`config.mk`:
```
export PLATFORM = sky130hd
export DESIGN_NAME = multicycle_control
export DESIGN_NICKNAME = d
export VERILOG_FILES = /design/src/rtl/multicycle_control_pkg.sv /design/src/rtl/multicycle_control_wait_timer.sv /design/src/rtl/multicycle_control.sv
export SDC_FILE = /design/constraint.sdc
export NUM_CORES = 1
export LEC_CHECK = 0
export CAP_MARGIN = 20
export CORE_MARGIN = 2
export CORE_UTILIZATION = 46
export DETAILED_ROUTE_END_ITERATION = 8
export PLACE_DENSITY = 0.79
export SYNTH_ARGS = -nofsm -noshare
export SYNTH_HDL_FRONTEND = slang
export SYNTH_SLANG_ARGS = --single-unit
```
`constraint.sdc`:
```
create_clock -name i_clk -period 2.1 [get_ports i_clk]
set_clock_uncertainty 0.15 [all_clocks]
set_input_delay 0.21 -clock i_clk [delete_from_list [all_inputs] [get_ports i_clk]]
set_output_delay 0.21 -clock i_clk [all_outputs]
set_load 0.01 [all_outputs]
```
`src/rtl/multicycle_control_pkg.sv`:
```
// Shared encodings for the multicycle RV32I control FSM: state codes, opcodes,
// ALU-op and ALU source-B selectors.
package multicycle_control_pkg;

  typedef enum logic [3:0] {
    StFetch    = 4'd0,
    StDecode   = 4'd1,
    StMemAddr  = 4'd2,
    StMemRead  = 4'd3,
    StMemWb    = 4'd4,
    StMemWrite = 4'd5,
    StExec     = 4'd6,
    StAluWb    = 4'd7,
    StBranch   = 4'd8,
    StTrap     = 4'd9
  } state_e;

  localparam logic [6:0] OP_LW  = 7'b0000011;
  localparam logic [6:0] OP_SW  = 7'b0100011;
  localparam logic [6:0] OP_R   = 7'b0110011;
  localparam logic [6:0] OP_BEQ = 7'b1100011;

  localparam logic [1:0] ALUOP_ADD  = 2'b00;
  localparam logic [1:0] ALUOP_SUB  = 2'b01;
  localparam logic [1:0] ALUOP_FUNC = 2'b10;

  localparam logic [1:0] SRCB_REG  = 2'b00;
  localparam logic [1:0] SRCB_FOUR = 2'b01;
  localparam logic [1:0] SRCB_IMM  = 2'b10;

  // States that hold mem_req and are therefore subject to the wait timeout.
  function automatic logic is_mem_state(state_e s);
    return (s == StFetch) || (s == StMemRead) || (s == StMemWrite);
  endfunction

endpackage

```
`src/rtl/multicycle_control_wait_timer.sv`:
```
// Memory wait counter: counts cycles a request goes unanswered and flags the
// cycle on which the allowed wait budget is used up.
module multicycle_control_wait_timer #(
  parameter int unsigned MEM_TIMEOUT = 255
) (
  input  logic i_clk,
  input  logic i_rst_n,
  input  logic i_clear,
  input  logic i_tick,
  output logic o_expired
);

  logic [15:0] r_cnt;

  always_ff @(posedge i_clk or negedge i_rst_n) begin
    if (!i_rst_n) begin
      r_cnt <= '0;
    end else if (i_clear) begin
      r_cnt <= '0;
    end else if (i_tick) begin
      r_cnt <= r_cnt + 16'd1;
    end
  end

  // Expired on the MEM_TIMEOUT-th unanswered cycle; the caller still lets
  // mem_ready on that cycle win.
  assign o_expired = (r_cnt >= 16'(MEM_TIMEOUT - 1));

endmodule

```
`src/rtl/multicycle_control.sv`:
```
// Main control FSM of the multicycle RV32I core: sequences ALU, register file
// and unified memory, with illegal-opcode and memory-timeout traps.
module multicycle_control
  import multicycle_control_pkg::*;
#(
  parameter int unsigned MEM_TIMEOUT = 255,
  parameter int unsigned CNT_W       = 32
) (
  input  logic             i_clk,
  input  logic             i_rst_n,
  input  logic [6:0]       i_opcode,
  input  logic             i_zero,
  input  logic             i_mem_ready,
  output logic             o_mem_req,
  output logic             o_mem_we,
  output logic             o_i_or_d,
  output logic             o_ir_write,
  output logic             o_pc_write,
  output logic             o_pc_write_cond,
  output logic             o_pc_src,
  output logic             o_alu_src_a,
  output logic [1:0]       o_alu_src_b,
  output logic [1:0]       o_alu_op,
  output logic             o_reg_write,
  output logic             o_mem_to_reg,
  output logic [3:0]       o_state,
  output logic             o_illegal,
  output logic             o_bus_err,
  output logic [CNT_W-1:0] o_instret
);

  state_e           r_state;
  state_e           w_state_d;
  logic             r_illegal;
  logic             r_bus_err;
  logic [CNT_W-1:0] r_instret;

  logic w_retire;
  logic w_set_illegal;
  logic w_set_bus_err;
  logic w_expired;
  logic w_tick;
  logic w_timeout;
  logic w_clear;

  assign w_tick    = is_mem_state(r_state) && !i_mem_ready;
  assign w_timeout = w_tick && w_expired;
  // Every entry into a memory state is a state change, so clearing on any
  // transition restarts the budget for each request.
  assign w_clear   = (w_state_d != r_state);

  multicycle_control_wait_timer #(
    .MEM_TIMEOUT (MEM_TIMEOUT)
  ) u_wait_timer (
    .i_clk     (i_clk),
    .i_rst_n   (i_rst_n),
    .i_clear   (w_clear),
    .i_tick    (w_tick),
    .o_expired (w_expired)
  );

  always_ff @(posedge i_clk or negedge i_rst_n) begin
    if (!i_rst_n) begin
      r_state   <= StFetch;
      r_illegal <= 1'b0;
      r_bus_err <= 1'b0;
      r_instret <= '0;
    end else begin
      r_state <= w_state_d;
      if (w_set_illegal) r_illegal <= 1'b1;
      if (w_set_bus_err) r_bus_err <= 1'b1;
      if (w_retire)      r_instret <= r_instret + {{(CNT_W-1){1'b0}}, 1'b1};
    end
  end

  always_comb begin
    w_state_d     = r_state;
    w_retire      = 1'b0;
    w_set_illegal = 1'b0;
    w_set_bus_err = 1'b0;
    case (r_state)
      StFetch: begin
        if (i_mem_ready) begin
          w_state_d = StDecode;
        end else if (w_timeout) begin
          w_state_d     = StTrap;
          w_set_bus_err = 1'b1;
        end
      end
      StDecode: begin
        case (i_opcode)
          OP_LW, OP_SW: w_state_d = StMemAddr;
          OP_R:         w_state_d = StExec;
          OP_BEQ:       w_state_d = StBranch;
          default: begin
            w_state_d     = StTrap;
            w_set_illegal = 1'b1;
          end
        endcase
      end
      StMemAddr: begin
        if (i_opcode == OP_LW) begin
          w_state_d = StMemRead;
        end else if (i_opcode == OP_SW) begin
          w_state_d = StMemWrite;
        end else begin
          w_state_d     = StTrap;
          w_set_illegal = 1'b1;
        end
      end
      StMemRead: begin
        if (i_mem_ready) begin
          w_state_d = StMemWb;
        end else if (w_timeout) begin
          w_state_d     = StTrap;
          w_set_bus_err = 1'b1;
        end
      end
      StMemWb: begin
        w_retire  = 1'b1;
        w_state_d = StFetch;
      end
      StMemWrite: begin
        if (i_mem_ready) begin
          w_retire  = 1'b1;
          w_state_d = StFetch;
        end else if (w_timeout) begin
          w_state_d     = StTrap;
          w_set_bus_err = 1'b1;
        end
      end
      StExec:   w_state_d = StAluWb;
      StAluWb: begin
        w_retire  = 1'b1;
        w_state_d = StFetch;
      end
      StBranch: begin
        w_retire  = 1'b1;
        w_state_d = StFetch;
      end
      StTrap:   w_state_d = StTrap;
      default:  w_state_d = StTrap;
    endcase
  end

  // Gated by reset so mem_req drops the moment rst_n falls, even though the
  // reset state (FETCH) would otherwise request.
  always_comb begin
    o_mem_req       = 1'b0;
    o_mem_we        = 1'b0;
    o_i_or_d        = 1'b0;
    o_ir_write      = 1'b0;
    o_pc_write      = 1'b0;
    o_pc_write_cond = 1'b0;
    o_pc_src        = 1'b0;
    o_alu_src_a     = 1'b0;
    o_alu_src_b     = SRCB_REG;
    o_alu_op        = ALUOP_ADD;
    o_reg_write     = 1'b0;
    o_mem_to_reg    = 1'b0;
    if (i_rst_n) begin
      case (r_state)
        StFetch: begin
          o_mem_req   = 1'b1;
          o_alu_src_b = SRCB_FOUR;
          o_ir_write  = i_mem_ready;
          o_pc_write  = i_mem_ready;
        end
        StDecode: o_alu_src_b = SRCB_IMM;
        StMemAddr: begin
          o_alu_src_a = 1'b1;
          o_alu_src_b = SRCB_IMM;
        end
        StMemRead: begin
          o_mem_req = 1'b1;
          o_i_or_d  = 1'b1;
        end
        StMemWb: begin
          o_reg_write  = 1'b1;
          o_mem_to_reg = 1'b1;
        end
        StMemWrite: begin
          o_mem_req = 1'b1;
          o_mem_we  = 1'b1;
          o_i_or_d  = 1'b1;
        end
        StExec: begin
          o_alu_src_a = 1'b1;
          o_alu_op    = ALUOP_FUNC;
        end
        StAluWb: o_reg_write = 1'b1;
        StBranch: begin
          o_alu_src_a     = 1'b1;
          o_alu_op        = ALUOP_SUB;
          o_pc_write_cond = 1'b1;
          o_pc_src        = 1'b1;
        end
        default: ;
      endcase
    end
  end

  assign o_state   = r_state;
  assign o_illegal = r_illegal;
  assign o_bus_err = r_bus_err;
  assign o_instret = r_instret;

endmodule

```
* After elaboration in Yosys (flattened, before gate mapping)
Cells that the tools add are included.
Storage, ports and cells: memories kept 0, output and inout bits 52, input port bits 11, memory bits (read-only) 0, bits in latches 0, register bits after elaboration 54, bits in writable memories 0
Cells by class: bitwise logic cells 0, shift-type cells 0, multiplexer cells 39, divide/modulo/power cells 0, $add $sub $neg 2, equal/unequal tests 13, reductions and logical operators 15, multipliers 0, order comparisons 1
Operators by type and width (count):
- $add 32x1->32 const B | 1
- $mux 16 | 2
- $pmux 4 s7 | 1
- $mux 4 | 6
- $mux 1 | 23
- $add 16x1->16 const B | 1
- $eq 4x3->1 const B | 4
- $ge 16x8->1 const B | 1
- $eq 7x6->1 const B | 2
- $pmux 4 s3 | 1
- $reduce_or 3->1 | 3
- $eq 4x2->1 const B | 2
- $pmux 2 s2 | 2
- $reduce_or 2->1 | 4
- $eq 7x2->1 const B | 1
- $eq 7x7->1 const B | 1
- $eq 4x1->1 const B | 1
- $eq 4x4->1 const B | 1
- $logic_not 4->1 | 1
- $mux 2 | 2
- $ne 4x4->1 | 1
- $pmux 1 s2 | 2
- $reduce_or 4->1 | 1
- $logic_and 1x1->1 | 2
- 3 further kinds | 4

* Logic depth before layout (Yosys ltp)
Gate-level depths: netlist (run 1).
depth in word-level cells 10, depth in mapped cells 9, mapped depth without buffers 8

* Hierarchy
From an unflattened synthesis (run 1), not the netlist that was laid out.
Unflattened totals: cells, all modules 334, area total of the unflattened synthesis 3191.8 sq um
By module, submodules not included:
- multicycle_control | area an instance 2353.5 sq um, cells each 249, instances 1
- multicycle_control_wait_timer | area an instance 838.3 sq um, cells each 85, instances 1

* Worst setup path before layout (run 1)
OpenSTA, ideal clock, no wires.
path kind reg-to-reg, from register r_state[1], in the netlist o_state[1], to register u_wait_timer.r_cnt[10], data required time 1.829 ns, setup slack -0.017 ns, data arrival time 1.846 ns, cell stages (with the launch flop) 9, setup time 0.121 ns, cells stage by stage dfrtp_1 > buf_2 > nand2b_4 > a32o_2 > a311o_1 > a32o_1 > nand4_4 > buf_6 > nor2_1
On the way: word-level cells in the longest chain between the ends 10
RTL lines:
- start: declaration | RTL line multicycle_control.sv:32 | state_e r_state;
- start signal: assignment | RTL line multicycle_control.sv:64 | r_state <= StFetch;
- start signal: assignment | RTL line multicycle_control.sv:69 | r_state <= w_state_d;
- $eq 4x2->1 or $logic_not 4->1 (tied branches) | RTL line multicycle_control_pkg.sv:33, multicycle_control.sv:81
- $logic_or 1x1->1 (2 in series) | RTL line multicycle_control_pkg.sv:33 | return (s == StFetch) || (s == StMemRead) || (s == StMemWrite);
- $logic_and 1x1->1 | RTL line multicycle_control.sv:46 | assign w_tick = is_mem_state(r_state) && !i_mem_ready;
- $logic_and 1x1->1 | RTL line multicycle_control.sv:47 | assign w_timeout = w_tick && w_expired;
- $mux 4 | RTL line multicycle_control.sv:85, multicycle_control.sv:114, multicycle_control.sv:127
- $mux 4 (on tied branches) | RTL line multicycle_control.sv:124, multicycle_control.sv:83, multicycle_control.sv:112
- $pmux 4 s7 | RTL line multicycle_control.sv:81 | case (r_state)
- $ne 4x4->1 | RTL line multicycle_control.sv:50 | assign w_clear = (w_state_d != r_state);
- $mux 16 or $reduce_bool 2->1 (tied branches)
- end signal: assignment | RTL line multicycle_control_wait_timer.sv:21 | r_cnt <= r_cnt + 16'd1;
- end: declaration | RTL line multicycle_control_wait_timer.sv:13 | logic [15:0] r_cnt;
Parallel ways exist; a longest one is shown, timed or not. A chain may end at the register's enable or synchronous reset.

* Worst setup path after layout (run 1)
from register u_wait_timer.r_cnt[11], to register u_wait_timer.r_cnt[4]
On the way: word-level cells in the longest chain between the ends 7
RTL lines:
- $ge 16x8->1 * | RTL line multicycle_control_wait_timer.sv:27 | assign o_expired = (r_cnt >= 16'(MEM_TIMEOUT - 1));
- $logic_and 1x1->1 * | RTL line multicycle_control.sv:47
- $mux 4 * | RTL line multicycle_control.sv:85, multicycle_control.sv:114, multicycle_control.sv:127
- $mux 4 (on tied branches) | RTL line multicycle_control.sv:124, multicycle_control.sv:83, multicycle_control.sv:112
- $pmux 4 s7 * | RTL line multicycle_control.sv:81
- $ne 4x4->1 * | RTL line multicycle_control.sv:50
- $mux 16 or $reduce_bool 2->1 (tied branches)
Mark *: on every way between the ends. The rest lies on a longest branch, timed or not.

==> flow_metrics.env, run 1 <==
export IMPL_status="finished with violations"
export IMPL_violations="negative setup slack"
export IMPL_cts_buffers=5
export IMPL_cp_end_kind="flip-flop"
export IMPL_netlist_area_sq_um=2970
export IMPL_synth_top_area_share_pct=45.5
export IMPL_finalCriticalPeriod_ns=2.27
export IMPL_cp_arrival_ns=2.37
export IMPL_tightest_slew_ns=0.663
export IMPL_route_detailed_drc=0
export IMPL_ys_types=57
export IMPL_ys_seq_elements=54
export IMPL_yosysSeqAreaShare_pct=45.5
export IMPL_setup_slack_ns=-0.172
export IMPL_ir_worst_vdd_v=0.000588
export IMPL_die_area_sq_um=7110
export IMPL_hold_viol=0
export IMPL_clockRootBuffer="clkbuf_8"
export IMPL_clk_latency_ns=0.31
export IMPL_overflow=0
export IMPL_fill_cells=434
export IMPL_htree_num_levels=2
export IMPL_drive_gt1_share_pct=31.9
export IMPL_drv_slew=0
export IMPL_r2r_slack_ns=-0.17
export IMPL_hold_class="in2async"
export IMPL_ys_warn_count=0
export IMPL_die_h_microns=84.3
export IMPL_nNetsFinal=439
export IMPL_worstSetupPathType="reg2reg"
export IMPL_viasPerCell=5.46
export IMPL_syn_area_per_cell_sq_um=9.67
export IMPL_reg2reg_depth=8
export IMPL_worstReg2RegEnd="u_wait_timer.r_cnt[4]$_DFFE_PN0P_"
export IMPL_required_ns=2.20
export IMPL_grt_pass1_wl_microns=12600
export IMPL_synthDominantAreaCellType="dfrtp_1"
export IMPL_core_area_sq_um=6310
export IMPL_gp_congestion=0.872
export IMPL_fmax_mhz=440
export IMPL_finalCritPeriodShare_pct=108
export IMPL_p_per_area_nw_per_um2=893
export IMPL_wl_per_cell_microns=15.9
export IMPL_synthTopCellsByArea="dfrtp_1 (46%), xnor2_1 (8.6%), nor2_1 (5.2%)"
export IMPL_yosysMostFrequentCell="dfrtp_1"
export IMPL_clk_pin_slew_ns=0.10
export IMPL_place_area_sq_um=3940
export IMPL_p_leak_nw=2.01
export IMPL_whs_ns=0.147
export IMPL_grt_pass1_vias=2726
export IMPL_finalSetupViolCount=17
export IMPL_start_kind="flip-flop"
export IMPL_dr_pass1_iters=4
export IMPL_clock_sinks=54
export IMPL_synth_ff_type="dfrtp_1"
export IMPL_stdcell_area_sq_um=4540
export IMPL_r2r_start="u_wait_timer.r_cnt[11]$_DFFE_PN0P_"
export IMPL_rsz0062_at_grt="yes"
export IMPL_initial_core_util_pct=47.0
export IMPL_drt_wl_total_microns=7980
export IMPL_fp_dieW_microns=84.3
export IMPL_synthesis_nets=321
export IMPL_num_vias=2747
export IMPL_netlist_instances=307
export IMPL_place_detailed_hpwl_microns=5170
export IMPL_cp_max_fo=6
export IMPL_ios=63
export IMPL_clk_path_buf_depth=2
export IMPL_cts_tree="done"
export IMPL_port_buffers=61
export IMPL_async_flop_share_pct=100
export IMPL_drt_iter0_drc=195
export IMPL_antenna_found_initial=0
export IMPL_synth_edf_count=0
export IMPL_track_usage_pct=21.4
export IMPL_rows=29
export IMPL_cap_violations=0
export IMPL_area_growth_pct=53.0
export IMPL_synthTopCellsByCount="dfrtp_1 (54), nor2_1 (41), xnor2_1 (29)"
export IMPL_timing_slew_headroom_pct=55.8
export IMPL_grt_max_degree=54
export IMPL_antennaDiodeCount=0
export IMPL_antenna_left=0
-- how the worst max path moves through the flow --
| stage | startpoint | to |
|---|---|---|
| 3_5_place_dp | i_opcode[2] | u_wait_timer.r_cnt[6]$_DFFE_PN0P_ |
| 2_1_floorplan | o_state[1]$_DFF_PN0_ | u_wait_timer.r_cnt[10]$_DFFE_PN0P_ |
| 6_report | u_wait_timer.r_cnt[11]$_DFFE_PN0P_ | u_wait_timer.r_cnt[4]$_DFFE_PN0P_ |
| 5_1_grt | u_wait_timer.r_cnt[11]$_DFFE_PN0P_ | u_wait_timer.r_cnt[4]$_DFFE_PN0P_ |
| 4_1_cts | o_state[3]$_DFF_PN0_ | o_alu_src_b[1] |
| 3_3_place_gp | i_opcode[1] | u_wait_timer.r_cnt[0]$_DFFE_PN0P_ |
-- routing by layer --
metal,track usage [%],up-vias,part of all wire [%]
met5,0,-,0
met3,3.15,14,3.0
met1,27.2,1359,41
met4,6.93,0,1.8
li1,-,1310,-
met2,37.7,64,54
-- repair_timing --
action / in CTS / in global routing
pin swaps: 2 / 27
hold buffers: 1 / 0
endpoints found under the setup margin: 36 / 43
gates cloned: 1 / 0
setup buffers: 11 / 7
resized for setup: 34 / 66
hold endpoints to repair: 52 / 0
-- cells in the final DEF, fill, tap and decap left out, types with 6 or more instances in the layout --
cell type	synthesis	final
a21oi_1	8	6
and3_1	11	10
buf_4	3	52
buf_6	3	6
clkdlybuf4s50_1	0	45
dfrtp_1	54	50
dlygate4sd2_1	0	6
nand2_1	24	23
nand2b_4	1	6
nand3_1	14	13
nand4_1	14	14
nor2_1	41	26
nor2_4	0	13
o21ai_0	7	6
xnor2_1	29	28
xor2_1	9	8
-- critical path, cell delays in order, from the launching register on --
cell and delay, ns:
dfrtp_1 0.46, nor4_2 0.34, nand2_1 0.20, o21ai_2 0.27, a32o_2 0.26, nand4_4 0.14
buf_12 0.16, buf_12 0.13, nor2_2 0.09
-- layout make-up --
cell class,instances,area [sq um],share of cell area (%)
Clock inverter,3,48.8,1.07
Sequential cell,54,1360,29.9
Multi-Input combinational cell,232,1770,39.0
Timing Repair Buffer,126,1180,25.9
Inverter,6,22.5,0.496
Clock buffer,5,68.8,1.52
Tap cell,77,96.3,2.12
-- logic make-up (layout without fill, tap and decap cells) --
| group | Yosys count | after routing | share of synthesized area (%) |
|---|---|---|---|
| buffers and inverters | 21 | 140 | 4.00 |
| DFF | 54 | 54 | 45.5 |
| xor gates and xnor gates | 38 | 38 | 11.2 |
| and+or+nand+nor | 148 | 148 | 27.3 |
| adders and majority gates | 3 | 3 | 1.26 |
| muxes | 2 | 2 | 0.716 |
| AOI/OAI and AO/OA | 41 | 41 | 9.99 |
-- sequential cells by signal, indices dropped and copies added (netlist names) --
name and count:
o_instret 32, u_wait_timer.r_cnt 16, o_state 4, o_bus_err 1, o_illegal 1
-- report_power, final --
group | switching (mW) | total [mW] | internal [mW] | leakage, nW
clock network | 0.372 | 0.736 | 0.364 | 0.0563
registers | 0.0948 | 1.22 | 1.12 | 0.720
logic | 0.978 | 2.10 | 1.13 | 1.23
-- per-stage QoR --
step           setup TNS (ns)  utilization [%]  setup WS [ns]  std cells  power [mW]
2_1_floorplan               0                -         0.0220        307        1.97
3_3_place_gp            -5.62             62.4         -0.218        477        2.60
3_5_place_dp            -6.60             62.4         -0.290        477        2.64
4_1_cts                 -1.61             67.7         -0.202        498        3.70
5_1_grt                 -3.09             71.9         -0.208        503        4.26
6_report                -2.40             71.9         -0.172        503        4.06
Power figures use the tool's default switching activity.
==> inputs of run 2 (changes only) <==
Settings changed: CORE_UTILIZATION 46 to 55, PLACE_DENSITY 0.79 to 0.88.
Clock period 2.1 ns to 2.8 ns, I/O delays scaled along.
==> flow_metrics.env, run 2 (synthesis results as in run 1) <==
export IMPL_initial_core_util_pct=57.4
export IMPL_largest_register_ffs=32
export IMPL_fp_dieW_microns=77.5
export IMPL_die_area_sq_um=6000
export IMPL_drive_gt1_share_pct=9.21
export IMPL_tightest_slew_ns=0.631
export IMPL_post_cts_setup_buffers=0
export IMPL_grt_pass1_vias=2398
export IMPL_max_stage_delay_ns=0.56
export IMPL_wl_per_cell_microns=14.6
export IMPL_track_usage_pct=23.1
export IMPL_p_leak_nw=1.53
export IMPL_die_h_microns=77.5
export IMPL_viasPerCell=5.64
export IMPL_nNetsFinal=382
export IMPL_timing_slew_headroom_pct=57.9
export IMPL_tns_ns=0
export IMPL_met3_usage_pct=3.95
export IMPL_clockRootBuffer="clkbuf_8"
export IMPL_cp_top_family="buffers and inverters"
export IMPL_antenna_found_initial=0
export IMPL_finalSetupViolCount=0
export IMPL_drt_wl_total_microns=6400
export IMPL_cp_arrival_ns=2.21
export IMPL_num_vias=2474
export IMPL_antennaDiodeCount=0
export IMPL_antenna_left=0
export IMPL_status="completed"
export IMPL_setup_slack_ns=0.161
export IMPL_finalCriticalPeriod_ns=2.64
export IMPL_dp_slack_ns=0.179
export IMPL_cts_tree="done"
export IMPL_drt_iter0_drc=160
export IMPL_mostFrequentLayoutCells="clkdlybuf4s50_1 (60), dfrtp_1 (53), nor2_1 (41)"
export IMPL_clk_latency_ns=0.32
export IMPL_stdcell_area_sq_um=3720
export IMPL_crit_buf_inv=2
export IMPL_finalPower_mw=2.18
export IMPL_grt_pass1_wl_microns=11200
export IMPL_core_area_sq_um=5170
export IMPL_grt_max_degree=52
export IMPL_drv_slew=0
export IMPL_hold_class="in2async"
export IMPL_layoutNonFillerInstCount=439
export IMPL_cp_depth=5
export IMPL_fill_cells=395
export IMPL_place_detailed_hpwl_microns=4710
export IMPL_worstPathCellList="buf_4, xnor2_1, nor3b_1, or2_2, clkdlybuf4s50_1"
export IMPL_clk_pin_slew_ns=0.10
export IMPL_port_buffers=61
export IMPL_cap_violations=0
export IMPL_utilization_pct=72.0
export IMPL_hold_viol=0
export IMPL_cp_end_kind="output pin"
export IMPL_slowest_stage="dfrtp_1"
export IMPL_use_met1_pct=30.6
export IMPL_overflow=0
export IMPL_route_detailed_drc=0
export IMPL_dr_pass1_iters=4
export IMPL_finalCritPeriodShare_pct=94.2
export IMPL_ios=63
export IMPL_grtUsageMet2_pct=37.8
export IMPL_fmax_mhz=379
export IMPL_dp_cells=430
export IMPL_htree_num_levels=2
export IMPL_clk_path_buf_depth=2
export IMPL_place_area_sq_um=3620
export IMPL_rows=26
export IMPL_cp_max_fo=11
export IMPL_whs_ns=0.159
export IMPL_reg2reg_depth=7
export IMPL_p_per_area_nw_per_um2=586
export IMPL_rsz0062_at_grt="no"
export IMPL_busiest_layer="met2"
export IMPL_worstSetupPathType="reg2out"
export IMPL_cts_buffers=5
export IMPL_required_ns=2.37
export IMPL_ir_worst_vdd_v=0.000540
export IMPL_clock_sinks=54
export IMPL_start_kind="flip-flop"
export IMPL_area_growth_pct=25.5
export IMPL_final_common_cell="clkdlybuf4s50_1"
export IMPL_gp_congestion=0.884
[run 2: changes by cell type in the layout (fill, tap and decap cells not counted), sizes merged]
cell / delta
dlygate4sd2: -6
clkdlybuf4s50: +15
bufinv: -1
clkdlybuf4s15: -2
buf: -57
clkbuf: -3
inv: -1
dlymetal6s2s: -4
clkinv: +2
[run 2: where the power goes]
group | internal, mW | switching, mW | total [mW] | leakage (nW)
logic | 0.368 | 0.419 | 0.786 | 0.760
clock network | 0.177 | 0.274 | 0.450 | 0.0441
registers | 0.838 | 0.108 | 0.946 | 0.724
total | 1.38 | 0.801 | 2.18 | 1.53
[run 2: final timing paths]
path	endpoint	from	slack, ns
hold reg to reg	o_instret[31]$_DFFE_PN0P_	o_instret[31]$_DFFE_PN0P_	0.32
hold / removal	o_state[3]$_DFF_PN0_	i_rst_n	0.16
min in group i_clk	o_instret[31]$_DFFE_PN0P_	o_instret[31]$_DFFE_PN0P_	0.32
max in group asynchronous	o_instret[7]$_DFFE_PN0P_	i_rst_n	1.48
setup / recovery	o_mem_req	o_state[1]$_DFF_PN0_	0.16
setup reg to reg	o_instret[31]$_DFFE_PN0P_	o_state[1]$_DFF_PN0_	0.43
[run 2: layout make-up]
cell class              instances  area, sq um  share of cell area, %
repair buffers                 69          668                   17.9
clock inverters                 3         21.3                  0.571
flip-flops and latches         54         1350                   36.3
multi-input cells             232         1500                   40.4
inverters                       6         22.5                  0.605
well taps                      70         87.6                   2.35
clock buffers                   5         68.8                   1.85
[run 2: timing repair]
action	4_1_cts	5_1_grt
resized for setup	0	2
hold buffers	1	0
endpoints found under the hold margin	3	0
setup endpoints to repair	0	4
[run 2: worst register-to-register path: stages, from the launching register on]
cell and delay (ns):
dfrtp_1 0.51, buf_4 0.23, nor2b_1 0.16, a21oi_1 0.31, and3_1 0.31, nand4_1 0.22
nor3_1 0.24, xor2_1 0.17
[run 2: routing by layer]
layer | up-vias | routed length [microns]
met3 | 14 | 227
met4 | 0 | 147
met1 | 1192 | 2850
li1 | 1209 | -
met5 | - | 0
met2 | 59 | 3170
